### src/rtl/cp0_pkg.sv
// cp0_pkg: register numbers, exception codes, writable-bit masks and the
// EPC alignment helper shared by the CP0 unit and its timer.
package cp0_pkg;

    localparam logic [4:0] CP0_COUNT   = 5'd9;
    localparam logic [4:0] CP0_COMPARE = 5'd11;
    localparam logic [4:0] CP0_SR      = 5'd12;
    localparam logic [4:0] CP0_CAUSE   = 5'd13;
    localparam logic [4:0] CP0_EPC     = 5'd14;
    localparam logic [4:0] CP0_PRID    = 5'd15;

    typedef enum logic [4:0] {
        EXC_INT  = 5'd0,
        EXC_ADEL = 5'd4,
        EXC_ADES = 5'd5,
        EXC_RI   = 5'd10,
        EXC_OV   = 5'd12
    } excCode_e;

    // SR keeps IM[15:10], EXL[1], IE[0]; software can only touch Cause.IP[9:8]
    localparam logic [31:0] SR_WMASK    = 32'h0000_FC03;
    localparam logic [31:0] CAUSE_WMASK = 32'h0000_0300;
    localparam logic [31:0] WORD_MASK   = 32'hFFFF_FFFC;

    // Word-aligned victim PC, backed up one instruction when it sits in a delay slot
    function automatic logic [31:0] epcOf(input logic [31:0] pc, input logic bd);
        logic [31:0] aligned;
        aligned = pc & WORD_MASK;
        return bd ? aligned - 32'd4 : aligned;
    endfunction

endpackage

### src/rtl/cp0_timer.sv
// cp0_timer: free-running Count, Compare and the sticky timer-pending flag.
// Only instantiated when CP0_TIMER_EN is defined.
module cp0_timer
    import cp0_pkg::*;
(
    input  logic        clk_i,
    input  logic        rst_ni,
    input  logic        countWe_i,
    input  logic        compareWe_i,
    input  logic [31:0] wdata_i,
    output logic [31:0] count_o,
    output logic [31:0] compare_o,
    output logic        timerIrq_o
);

    logic [31:0] count_q, count_d;
    logic [31:0] compare_q, compare_d;
    logic        pending_q, pending_d;
    logic        match;

    assign match      = (count_q == compare_q);
    assign timerIrq_o = pending_q | match;
    assign count_o    = count_q;
    assign compare_o  = compare_q;

    // Count ticks every cycle unless overwritten; a Compare write re-arms the flag
    always_comb begin
        count_d   = count_q + 32'd1;
        compare_d = compare_q;
        pending_d = pending_q | match;
        if (countWe_i) begin
            count_d = wdata_i;
        end
        if (compareWe_i) begin
            compare_d = wdata_i;
            pending_d = 1'b0;
        end
    end

    // Timer state registers
    always_ff @(posedge clk_i or negedge rst_ni) begin
        if (!rst_ni) begin
            count_q   <= '0;
            compare_q <= '0;
            pending_q <= 1'b0;
        end else begin
            count_q   <= count_d;
            compare_q <= compare_d;
            pending_q <= pending_d;
        end
    end

endmodule

### src/rtl/cp0_unit.sv
// cp0_unit: coprocessor-0 exception/interrupt decision plus SR/Cause/EPC/PRId
// access for mfc0/mtc0/eret. Define CP0_TIMER_EN to add Count/Compare.
module cp0_unit
    import cp0_pkg::*;
#(
    parameter logic [31:0] HANDLER_PC = 32'h0000_4180,
    parameter logic [31:0] PRID_VAL   = 32'h0000_2019,
    parameter int          NUM_HWINT  = 6
) (
    input  logic                 clk,
    input  logic                 reset,
    input  logic [31:0]          pc_in,
    input  logic                 bd_in,
    input  logic                 exc_valid,
    input  logic [4:0]           exc_code,
    input  logic [NUM_HWINT-1:0] hw_int,
    input  logic                 we,
    input  logic [4:0]           addr,
    input  logic [31:0]          wdata,
    input  logic                 eret,
    output logic [31:0]          rdata,
    output logic [31:0]          epc_out,
    output logic                 int_req,
    output logic [31:0]          handler_pc,
    output logic                 exl_out
);

    logic [31:0] sr_q, sr_d;
    logic [31:0] cause_q, cause_d;
    logic [31:0] epc_q, epc_d;
    logic [5:0]  hwLines;
    logic [5:0]  irqLines;
    logic        timerIrq;
    logic        irq;
    logic        exc;

`ifdef CP0_TIMER_EN
    logic [31:0] timerCount;
    logic [31:0] timerCompare;

    cp0_timer uTimer (
        .clk_i       (clk),
        .rst_ni      (reset),
        .countWe_i   (we && !int_req && (addr == CP0_COUNT)),
        .compareWe_i (we && !int_req && (addr == CP0_COMPARE)),
        .wdata_i     (wdata),
        .count_o     (timerCount),
        .compare_o   (timerCompare),
        .timerIrq_o  (timerIrq)
    );
`else
    assign timerIrq = 1'b0;
`endif

    assign hwLines    = 6'(hw_int);
    assign irqLines   = hwLines | {timerIrq, 5'b0};
    assign irq        = (|(irqLines & sr_q[15:10])) & sr_q[0] & ~sr_q[1];
    assign exc        = exc_valid & ~sr_q[1];
    assign int_req    = reset & (irq | exc);
    assign epc_out    = epc_q;
    assign exl_out    = sr_q[1];
    assign handler_pc = HANDLER_PC;

    // Trap entry beats eret and mtc0; Cause.IP tracks the raw lines every cycle
    always_comb begin
        sr_d             = sr_q;
        cause_d          = cause_q;
        epc_d            = epc_q;
        cause_d[15:10]   = hwLines;
        if (int_req) begin
            sr_d[1]      = 1'b1;
            cause_d[31]  = bd_in;
            cause_d[6:2] = irq ? 5'(EXC_INT) : exc_code;
            epc_d        = epcOf(pc_in, bd_in);
        end else begin
            if (we) begin
                case (addr)
                    CP0_SR:    sr_d    = wdata & SR_WMASK;
                    CP0_CAUSE: cause_d = (cause_d & ~CAUSE_WMASK) | (wdata & CAUSE_WMASK);
                    CP0_EPC:   epc_d   = wdata & WORD_MASK;
                    default:   ;
                endcase
            end
            if (eret) begin
                sr_d[1] = 1'b0;
            end
        end
    end

    // CP0 architectural registers
    always_ff @(posedge clk or negedge reset) begin
        if (!reset) begin
            sr_q    <= '0;
            cause_q <= '0;
            epc_q   <= '0;
        end else begin
            sr_q    <= sr_d;
            cause_q <= cause_d;
            epc_q   <= epc_d;
        end
    end

    // mfc0 read mux; the timer flag is folded into Cause.IP[15] on the way out
    always_comb begin
        rdata = '0;
        case (addr)
            CP0_SR:      rdata = sr_q;
            CP0_CAUSE:   rdata = cause_q | {16'b0, timerIrq, 15'b0};
            CP0_EPC:     rdata = epc_q;
            CP0_PRID:    rdata = PRID_VAL;
`ifdef CP0_TIMER_EN
            CP0_COUNT:   rdata = timerCount;
            CP0_COMPARE: rdata = timerCompare;
`endif
            default:     rdata = '0;
        endcase
    end

endmodule

### config.mk
export PLATFORM = sky130hd
export DESIGN_NAME = cp0_unit
export DESIGN_NICKNAME = d
export VERILOG_FILES = /design/src/rtl/cp0_pkg.sv /design/src/rtl/cp0_timer.sv /design/src/rtl/cp0_unit.sv
export SDC_FILE = /design/constraint.sdc
export NUM_CORES = 1
export LEC_CHECK = 0
export BUFFER_PORTS_ARGS = -buffer_cell sky130_fd_sc_hd__buf_2
export CORE_UTILIZATION = 49
export CTS_CLUSTER_SIZE = 30
export DETAILED_ROUTE_END_ITERATION = 8
export PLACE_DENSITY_LB_ADDON = 0.2
export SLEW_MARGIN = 40
export SYNTH_ARGS = -nofsm -noshare
export SYNTH_HDL_FRONTEND = slang
export SYNTH_SLANG_ARGS = --single-unit
### constraint.sdc
create_clock -name clk -period 4.6 [get_ports clk]
set_clock_uncertainty 0.1 [all_clocks]
set_input_delay 0 -clock clk [delete_from_list [all_inputs] [get_ports clk]]
set_output_delay 0 -clock clk [all_outputs]
set_load 0.02 [all_outputs]
==> run metrics <==
worst hold path type in2reg; critical path's most frequent cell dlygate4sd3_1; Synth top area share around 38%; post-route ant nets 0; area leader, netlist dfrtp_1; Post-synth top cells dfrtp_1 (52), mux2i_1 (51), buf_4 (34); Initial Utilization 50.9%; Total Wirelength between 10 and 15 mm; CTS max path bufs 2; Hold Fails Final Rpt 0; Resized cells post-CTS 0; worst vdd ir between 0.15 and 0.2 mV; f_max 333 MHz; DIE AREA 0.00740 mm²; cells after synthesis 355; post-route design area 0.00496 mm²; crit path cell chain dlygate4sd3_1 > buf_2 > nor3b_1 > nand4_1 > nor4_2 > xnor2_1 > dlygate4sd3_1 > mux2i_1 > dlygate4sd3_1; Final Cycle Share about two thirds; Pins Over Slew Limit 0; RSZ-0062 raised after global routing no; Synth Flop Type dfrtp_1; final core occ roughly 73%; status finished, final reports clean; Async SR Flop Fraction 100%; slew margin rel. 55.5%; drt drc 0; initial antenna violation count 0; # clock sinks 52; Top Ports between 150 and 200; CTS buffer count 5; Routed WL per cell 15.6 µm; Crit-path slowest cell dlygate4sd3_1; first-pass GRT wire length 16.0 mm; vias per cell 5.18; vias in the first global route 3354; post-DP HPWL 6.98 mm; max-cap violations 0; nets@finish 650; CP max stage delay between 0.5 and 0.6 ns; Buffers on Ports 147; Synth cell types 46; # setup viols final 0; Startpoint Class input pin; WP data required 4.69 ns; via count 3421; post-synthesis sequential area ratio 37.6%; CORE AREA 0.00679 mm²; most common cell in the synthesized netlist dfrtp_1; critical path arrival between 3 and 4 ns; WS Path Type in2reg; Yosys reg bits 52; CP Capture Type flop; dpl cell area 0.00414 mm²; Die Y between 80 and 90 µm; CP max FO 8; CTS H-tree lvls 2; Final min period between 2 and 3 ns; share of layout cells above drive strength 1 31.2%; Mapped Area 0.00346 mm²; power density cells 291 mW/mm²; Post-synth EDFFs 0; CTS tree built; Leakage 2.43 nW; Clk pin slew, worst setup/hold paths about 0.090 ns; Clock Latency Late Sink 0.31 ns; # fillers 530; ant diodes 0; grt ovf 0; die width 86.0 µm; Synth Area per Inst 9.75 µm²; area grow syn2layout 43.2%; root buffer cell clkbuf_8; All-Layer GR Usage 27.6%; DR iter-0 viols about 170; setup TNS 0 ns; Synth warnings 0; row count 30; Slew @ Worst Pin 0.667 ns; DR pass1 iterations 5; RePlAce Congestion 0.857; largest net degree at the start of global routing 53; ranking of synthesized cells by area dfrtp_1 (38%), mux2i_1 (15%), buf_4 (7.4%)
==> cells by family after synthesis <==
group | count (synthesis) | share of synthesized area (%)
compound gates | 45 | 8.53
xor+xnor | 27 | 6.83
fa+ha+maj | 1 | 0.361
buf+inv | 57 | 10.1
flops | 52 | 37.6
mux | 61 | 18.0
other cells | 2 | 0.217
simple gates | 110 | 18.4
==> report_power, final <==
part / internal, mW / switching (mW) / total, mW
logic: 0.251 / 0.290 / 0.541
registers: 0.552 / 0.0767 / 0.629
clock network: 0.123 / 0.151 / 0.274
total: 0.926 / 0.517 / 1.44
==> final timing paths <==
check	slack, ns	startpoint	cells past startpoint	to
worst min register to register	0.43	cause_q[4]$_DFFE_PN0P_	1	cause_q[4]$_DFFE_PN0P_
min in group asynchronous	0.29	reset	3	cause_q[15]$_DFF_PN0_
max in group asynchronous	3.67	reset	3	epc_out[3]$_DFFE_PN0P_
worst max-delay path	1.60	bd_in	9	epc_out[31]$_DFFE_PN0P_
worst min-delay path	0.02	pc_in[12]	4	epc_out[12]$_DFFE_PN0P_
worst max register to register	1.93	sr_q[11]$_DFFE_PN0P_	6	sr_q[0]$_DFFE_PN0P_
==> flip-flops by register name (all words and copies together) (netlist names) <==
register	cells
epc_out	30
sr_q	8
cause_q	14
==> layout by cell type (no fill, tap or decap), types with 2 or more instances in the layout <==
master / Yosys / routed
nor2b_1: 3 / 3
a21oi_1: 14 / 14
xnor2_1: 10 / 10
inv_1: 4 / 4
buf_4: 34 / 3
xor2_1: 17 / 17
nand4_1: 4 / 4
nand3_1: 2 / 2
dfrtp_1: 52 / 52
dlygate4sd3_1: 0 / 72
nor4_1: 4 / 4
or2_2: 2 / 2
clkbuf_8: 0 / 6
or4_4: 2 / 2
mux2i_1: 51 / 51
conb_1: 2 / 34
mux2_2: 10 / 10
o21ai_0: 7 / 7
or4_1: 2 / 2
nand2_1: 17 / 17
a22o_1: 11 / 11
and2_1: 4 / 4
a22oi_1: 9 / 9
buf_2: 5 / 147
and3_1: 19 / 18
or3_1: 3 / 3
nor3_1: 12 / 12
nor2_1: 23 / 23
nand3b_1: 2 / 2
==> routing by layer <==
metal  share of wire, %  global-route usage [%]  routed length, µm  vias to the layer above
met5                  0                       0                  0                        -
met1                 42                    34.6               4270                     1635
met4                1.9                    8.33                191                        0
met2                 52                    49.1               5290                      153
met3                5.0                    4.04                515                       17
li1                   -                       -                  -                     1616
==> metrics by stage <==
stage	total power, mW	std cells	hold WS, ns	setup slack (ns)
3_3_place_gp	1.06	580	0.0279	1.96
5_1_grt	1.52	660	0.0332	1.44
3_5_place_dp	1.08	580	0.0284	1.90
6_report	1.44	660	0.0212	1.60
2_1_floorplan	0.910	387	-0.396	2.74
4_1_cts	1.44	660	0.00277	1.61
==> worst max-delay path, delay by kind of cell <==
kind	cells	cell delay, ns
buf+inv	4	1.85
simple gates	3	1.04
xor+xnor	1	0.15
mux	1	0.06
==> what timing repair did <==
| action | 4_1_cts | 5_1_grt |
|---|---|---|
| endpoints found under the setup margin | 0 | 0 |
| buffers inserted | 0 | 0 |
| hold buffers | 72 | 0 |
| hold endpoints to repair | 104 | 0 |
==> layout make-up <==
type                            count  area (µm²)  area share [%]
Clock buffer                        7        86.3            1.74
Clock inverter                      1        7.51           0.151
Inverter                            4        15.0           0.303
Multi-Input combinational cell    278        1950            39.3
Sequential cell                    52        1300            26.3
Tap cell                           96         120            2.42
Timing Repair Buffer              222        1480            29.8
Power figures use the tool's default switching activity.
